===== config.mk =====
export PLATFORM = sky130hd
export DESIGN_NAME = bin2bcd_seq_flat
export DESIGN_NICKNAME = d
export VERILOG_FILES = /design/src/rtl/bin2bcd_seq_if.sv /design/src/rtl/bin2bcd_seq.sv /design/src/flat_wrapper.sv
export SDC_FILE = /design/constraint.sdc
export NUM_CORES = 1
export LEC_CHECK = 0
export CORE_UTILIZATION = 31
export DETAILED_ROUTE_END_ITERATION = 10
export PLACE_DENSITY_LB_ADDON = 0.15
export REMOVE_ABC_BUFFERS = 1
export SYNTH_ARGS = -nofsm -noshare
export SYNTH_HDL_FRONTEND = slang
export SYNTH_SLANG_ARGS = --single-unit

===== constraint.sdc =====
create_clock -name clk -period 4.6 [get_ports clk]
set_clock_uncertainty 0.15 [all_clocks]
set_input_delay 0.69 -clock clk [delete_from_list [all_inputs] [get_ports clk]]
set_output_delay 0.69 -clock clk [all_outputs]
set_load 0.02 [all_outputs]

===== src/rtl/bin2bcd_seq_if.sv =====
// Handshake bundle between the ALU control decode (master) and the
// sequential binary-to-BCD converter (slave).
interface bin2bcd_seq_if #(
  parameter int BIN_W  = 6,
  parameter int DIGITS = 2
);
  logic                  init;
  logic [BIN_W-1:0]      bin;
  logic [4*DIGITS-1:0]   bcd;
  logic                  done;
  logic                  busy;
  logic                  ovf;

  modport master (output init, bin, input bcd, done, busy, ovf);
  modport slave  (input init, bin, output bcd, done, busy, ovf);
endinterface


===== src/rtl/bin2bcd_seq.sv =====
// Sequential shift-add-3 (double dabble) binary-to-BCD converter.
// Optional leading-zero blanking (4'hF) when BIN2BCD_BLANK_EN is defined.
module bin2bcd_seq #(
  parameter int BIN_W  = 6,
  parameter int DIGITS = 2
) (
  input  logic          clk,
  input  logic          rst,
  bin2bcd_seq_if.slave  bus
);
  localparam int BCD_W = 4 * DIGITS;
  localparam int W     = BCD_W + BIN_W;
  localparam int CNT_W = $clog2(BIN_W + 1);

  typedef enum logic [1:0] {IDLE, SHIFT, DONE} state_t;

  state_t             r_state;
  state_t             w_next;
  logic [W-1:0]       r_work;
  logic [CNT_W-1:0]   r_cnt;
  logic               r_sticky;
  logic [BCD_W-1:0]   r_bcd;
  logic               r_ovf;
  logic               r_done;
  logic               w_busy;
  logic               w_capture;
  logic [BCD_W-1:0]   w_adj;
  logic [BCD_W-1:0]   w_bcd_out;

  // NOTE: state registers use non-blocking (<=) so every flop samples the
  // pre-edge values; blocking here would create order-dependent simulation.
  always_ff @(posedge clk or negedge rst) begin
    if (!rst) r_state <= IDLE;
    else      r_state <= w_next;
  end

  // NOTE: every output of this block is defaulted first so no path leaves a
  // value unassigned, which would otherwise infer a latch.
  always_comb begin
    w_next    = r_state;
    w_busy    = 1'b0;
    w_capture = 1'b0;
    case (r_state)
      IDLE: begin
        if (bus.init) begin
          w_capture = 1'b1;
          w_next    = SHIFT;
        end
      end
      SHIFT: begin
        w_busy = 1'b1;
        if (r_cnt == CNT_W'(BIN_W - 1)) w_next = DONE;
      end
      DONE:    w_next = IDLE;
      default: w_next = IDLE;
    endcase
  end

  // All nibbles are adjusted in parallel from the current register value.
  always_comb begin
    w_adj = '0;
    for (int d = 0; d < DIGITS; d++) begin
      if (r_work[BIN_W+4*d +: 4] >= 4'd5) w_adj[4*d +: 4] = r_work[BIN_W+4*d +: 4] + 4'd3;
      else                                w_adj[4*d +: 4] = r_work[BIN_W+4*d +: 4];
    end
  end

`ifdef BIN2BCD_BLANK_EN
  logic w_lead;

  // Blank zeros from the top digit down until the first nonzero; digit 0 stays.
  always_comb begin
    w_bcd_out = r_work[W-1:BIN_W];
    w_lead    = 1'b1;
    for (int d = DIGITS - 1; d >= 1; d--) begin
      if (w_lead && (w_bcd_out[4*d +: 4] == 4'd0)) w_bcd_out[4*d +: 4] = 4'hF;
      else                                         w_lead = 1'b0;
    end
  end
`else
  assign w_bcd_out = r_work[W-1:BIN_W];
`endif

  always_ff @(posedge clk or negedge rst) begin
    if (!rst) begin
      r_work   <= '0;
      r_cnt    <= '0;
      r_sticky <= 1'b0;
      r_bcd    <= '0;
      r_ovf    <= 1'b0;
      r_done   <= 1'b0;
    end else begin
      r_done <= 1'b0;
      case (r_state)
        IDLE: begin
          if (w_capture) begin
            r_work   <= {{BCD_W{1'b0}}, bus.bin};
            r_cnt    <= '0;
            r_sticky <= 1'b0;
          end
        end
        SHIFT: begin
          // The bit leaving the top nibble is a lost decimal carry.
          r_work   <= {w_adj[BCD_W-2:0], r_work[BIN_W-1:0], 1'b0};
          r_sticky <= r_sticky | w_adj[BCD_W-1];
          r_cnt    <= r_cnt + CNT_W'(1);
        end
        DONE: begin
          r_bcd  <= w_bcd_out;
          r_ovf  <= r_sticky;
          r_done <= 1'b1;
        end
        default: ;
      endcase
    end
  end

  assign bus.bcd  = r_bcd;
  assign bus.ovf  = r_ovf;
  assign bus.done = r_done;
  assign bus.busy = w_busy;
endmodule


===== src/flat_wrapper.sv =====
// flat-port wrapper written by rule: the top's interface ports become plain ports
module bin2bcd_seq_flat 
#(
  parameter int BIN_W  = 6,
  parameter int DIGITS = 2
)
  (clk, rst, bus_init, bus_bin, bus_bcd, bus_done, bus_busy, bus_ovf);
  bin2bcd_seq_if #(.BIN_W(BIN_W), .DIGITS(DIGITS)) bus_i ();
  input  logic clk;
  input  logic rst;
  input wire logic [$bits(bus_i.init)-1:0] bus_init;
  input wire logic [$bits(bus_i.bin)-1:0] bus_bin;
  output wire logic [$bits(bus_i.bcd)-1:0] bus_bcd;
  output wire logic [$bits(bus_i.done)-1:0] bus_done;
  output wire logic [$bits(bus_i.busy)-1:0] bus_busy;
  output wire logic [$bits(bus_i.ovf)-1:0] bus_ovf;
  assign bus_i.init = bus_init;
  assign bus_i.bin = bus_bin;
  assign bus_bcd = bus_i.bcd;
  assign bus_done = bus_i.done;
  assign bus_busy = bus_i.busy;
  assign bus_ovf = bus_i.ovf;
  bin2bcd_seq #(.BIN_W(BIN_W), .DIGITS(DIGITS)) u_core (.clk(clk), .rst(rst), .bus(bus_i));
endmodule

After elaboration in Yosys (flattened, before gate mapping)
Cells that the tools add are included.
Cells by class
  add/sub/neg operators: 3
  order comparisons: 2
  equal/unequal tests: 6
  muxes and demuxes: 15
  bitwise gates (word level): 1
  reductions and logical operators: 4
Operators with widths (count)
  $pmux W14 S2: 1
  $mux W14: 1
  $add A4 B2 Y4 const B: 2
  $ge A4 B3 Y1 const B: 2
  $mux W4: 2
  $pmux W3 S2: 1
  $mux W1: 5
  $mux W2: 2
  $ne A2 B1 Y1 const B: 2
  $pmux W2 S2: 1
  $reduce_and A2 Y1: 2
  $add A3 B1 Y3 const B: 1
  $eq A3 B3 Y1 const B: 1
  $mux W3: 1
  $eq A2 B1 Y1 const B: 1
  $eq A2 B2 Y1 const B: 1
  $logic_not A2 Y1: 1
  $ne A2 B2 Y1 const B: 1
  $pmux W1 S2: 1
  $reduce_bool A2 Y1: 1
  $or A1 B1 Y1: 1
Word-level totals
  bits in registers: 30
  input port bits: 9
  output and inout port bits: 11
  logic and storage cells: 38

Logic depth before layout (Yosys ltp)
  depth after elaboration: 4
  gate-level depth with buffers: 6
  mapped depth without buffers: 5

Worst setup path before layout
No wires, ideal clock.
  kind: register to output
  start: reg u_core.r_state[1]
  end: out bus_busy
  arrival time: 801 ps
  data required time: 3760 ps
  setup slack: 2959 ps
  stages on the path, launching flop included: 5
  buffers on the path: 2
  cell sequence: dfrtp_1 -> nand2b_1 -> buf_6 -> inv_2 -> buf_6
On the way
  cells in the longest elaborated chain, start to end: 2
RTL lines
  from (decl): line bin2bcd_seq.sv:17  | state_t r_state;
  from (signal assigned): line bin2bcd_seq.sv:34  | else r_state <= w_next;
  $eq A2 B1 Y1: line bin2bcd_seq.sv:43  | case (r_state)
  $mux W1: line bin2bcd_seq.sv:43
  to (decl): line flat_wrapper.sv:15  | output wire logic [$bits(bus_i.busy)-1:0] bus_busy;
No other way between the ends.

Worst setup path after layout
  start: reg u_core.r_state[0]
  end: out bus_busy
The elaborated chain is that of the path after synthesis.

==> results.toml <==
[logic_synthesis]
syn-cell-area_um2 = 1440
synthDistinctLibCells = 29
yosysSeqAreaShare_pct = 52.3
ys_ff_latch = 30
yosysWarnings = 0
syn_area_per_cell_um2 = 9.97
syn_inst = 144

[placed_design]
hpwl_mm = 1.95
io_buffers = 19
finalWeightedCongestion = 0.702
placed_cells = 209

[clock_network]
holdBufCountCts = 0
clock-sinks = 30
cts_made_buffers = 5
htree_levels = 2
clock_latency_ps = 280
cts_root_buf = "clkbuf_8"
tritoncts = "done"
cts_resized = 0
clk_pin_slew_worst_paths_ps = 60
cts_setup_buffers = 0
cts_buffer_depth = 2

[detailed_routing]
wirelength_mm = 2.72
drc = 0
firstDrtPassIters = 4
via_per_inst = 4.88
vias = 1059
drtAntennaViolNets = 0
drt_iter0_markers = 37
wl_per_cell_um = 12.5

[floorplan]
die_x_um = 70.0
coreArea_um2 = 4410
die_h_um = 70.0
rows = 24
ioPinCount = 20
dieArea_um2 = 4910
initial_core_util_pct = 32.5

[worst_setup_path]
cp_slowest_cell = "clkdlybuf4s50_1"
worst-setup-path-type = "flop to output pin"
crit_fanout = 17
critical_path.max_stage_delay_ps = 640
worstPathArrival_ps = 2110
crit_path_end_kind = "output pin"
cp-start-kind = "flop"
cp_top_family = "buffers and inverters"
crit_chain = "nand2b_1 > inv_2 > clkdlybuf4s50_1"
cp.required_ps = 3760
cp_num_buf_inv = 2

[timing]
period_needed_ps = 2950
slew_violations = 0
rsz0062_at_grt = "no"
setup_tns_ps = 0
worstMarginPinSlew_ps = 649
period_share_pct = 64.1
hold_viol = 0
relSlewSlack_pct = 56.7
setup_viol = 0
max_freq_mhz = 339

[pwr]
cellPowerDensity_nw_per_um2 = 668
vdd_drop_max_mv = 0.183
power.leakage_uw = 0.000796

[global_routing]
grt_max_degree = 31
grt_pass1_wl_mm = 4.80
grt_use_total_pct = 12.7
grt_overflow_total = 0
antenna_found_initial = 0
grt_pass1_vias = 1000

[job]
maxCapViolations = 0

[worst_hold_path]
hp-class = "flop to flop"

[cells_and_area]
area_growth_pct = 22.2
drive_gt1_share_pct = 6.67
diodes = 0
instances_no_fill = 217
layout.nets = 179

[outcome]
status = "finished, final reports clean"
-- through the flow --
step           hold slack [ps]  util [%]  worst slack (ps)  power (µW)  area (µm²)
4_1_cts                    333      39.7              1640        1190        1750
3_5_place_dp               319      37.3              1960         923        1650
5_1_grt                    354      39.7              1480        1260        1750
6_report                   324      39.7              1650        1170        1750
2_1_floorplan              244         -              2800         750        1390
3_3_place_gp               313      37.3              2010         909        1650
-- worst paths after layout --
check,start,endpoint,slack (ps),depth (start not counted)
worst max-delay path,u_core.r_state[0],bus_busy,1650,3
worst min-delay path,u_core.bus.bcd[7],u_core.bus.bcd[7],320,2
worst max register to register,u_core.r_state[0],u_core.bus.ovf,2780,2
worst min register to register,u_core.bus.bcd[7],u_core.bus.bcd[7],320,2
max in group asynchronous,rst,u_core.r_work[11],3370,2
min in group asynchronous,rst,u_core.bus.ovf,650,2
-- sequential cells by signal, indices dropped and copies added, names as in the netlist --
| register | cells |
|---|---|
| u_core.bus.done | 1 |
| u_core.r_work | 14 |
| u_core.bus.bcd | 8 |
| u_core.r_state | 2 |
| u_core.r_sticky | 1 |
| u_core.bus.ovf | 1 |
| u_core.r_cnt | 3 |
-- Yosys cell counts --
cell,count,area (µm²)
o21bai_2,1,11.3
o311ai_1,1,8.76
nand2_1,25,93.8
o22ai_1,2,12.5
a31oi_1,1,6.26
ha_1,6,75.1
o2111ai_1,4,35.0
a21oi_1,7,35.0
a2bb2oi_1,1,8.76
buf_2,3,15.0
o31ai_1,2,15.0
inv_1,12,45.0
xnor2_1,2,17.5
o211ai_1,2,15.0
mux2_2,2,22.5
o21a_1,2,15.0
clkbuf_2,1,5.00
nor2b_1,2,12.5
nand2b_1,3,18.8
buf_4,1,7.51
and3_1,1,6.26
a22o_1,2,17.5
and3b_1,5,43.8
buf_6,2,22.5
o21ai_0,19,95.1
nor2_1,3,11.3
dfrtp_1,30,751
o311ai_0,1,8.76
inv_2,1,3.75
-- routing by layer --
metal  vias to the layer above  share of wire, %  GRT usage [%]
met2                        13                49           19.4
met5                         -                 0              0
met4                         0               1.9           6.00
met3                         7               3.2           4.76
met1                       503                46           15.9
li1                        536                 -              -
-- worst register-to-register path, delay by kind of cell, from the launching register on --
kind / cells / cell delay [ps]
flops: 1 / 620
simple gates: 1 / 540
mux: 1 / 400
-- kinds of logic after synthesis --
family	count (synthesis)	synth area share (%)
adder cells (fa/ha/maj)	6	5.23
XOR/XNOR	2	1.22
buffers and inverters	20	6.89
flip-flops	30	52.3
AND/OR/NAND/NOR	39	13.0
AO/OA/AOI/OAI	45	19.8
multiplexers	2	1.57
-- power by group --
part	internal, µW	leakage (µW)	switching, µW	total [µW]
Combinational	207	0.000352	256	464
Sequential	367	0.000392	84.6	451
Clock	162	0.0000524	94.6	256
Total	736	0.000796	436	1170
-- layout by cell type (no fill, tap or decap), drive strengths merged, types with 3 or more instances in the layout --
master         netlist  final
and3b                5      5
clkbuf               1      7
o21ai               19     19
nand2b               3      3
a21oi                7      7
nand2               25     25
dfrtp               30     30
inv                 13     13
clkdlybuf4s50        0     19
ha                   6      6
o2111ai              4      4
nor2                 3      3
-- layout make-up --
cell class	count	area [µm²]
Clock inverter	1	30.0
Timing Repair Buffer	20	198
Clock buffer	7	76.3
Sequential cell	30	751
Multi-Input combinational cell	94	586
Inverter	13	48.8
Fill cell	426	2660
Tap cell	52	65.1
Note: power is estimated with default switching activity, not from simulation.
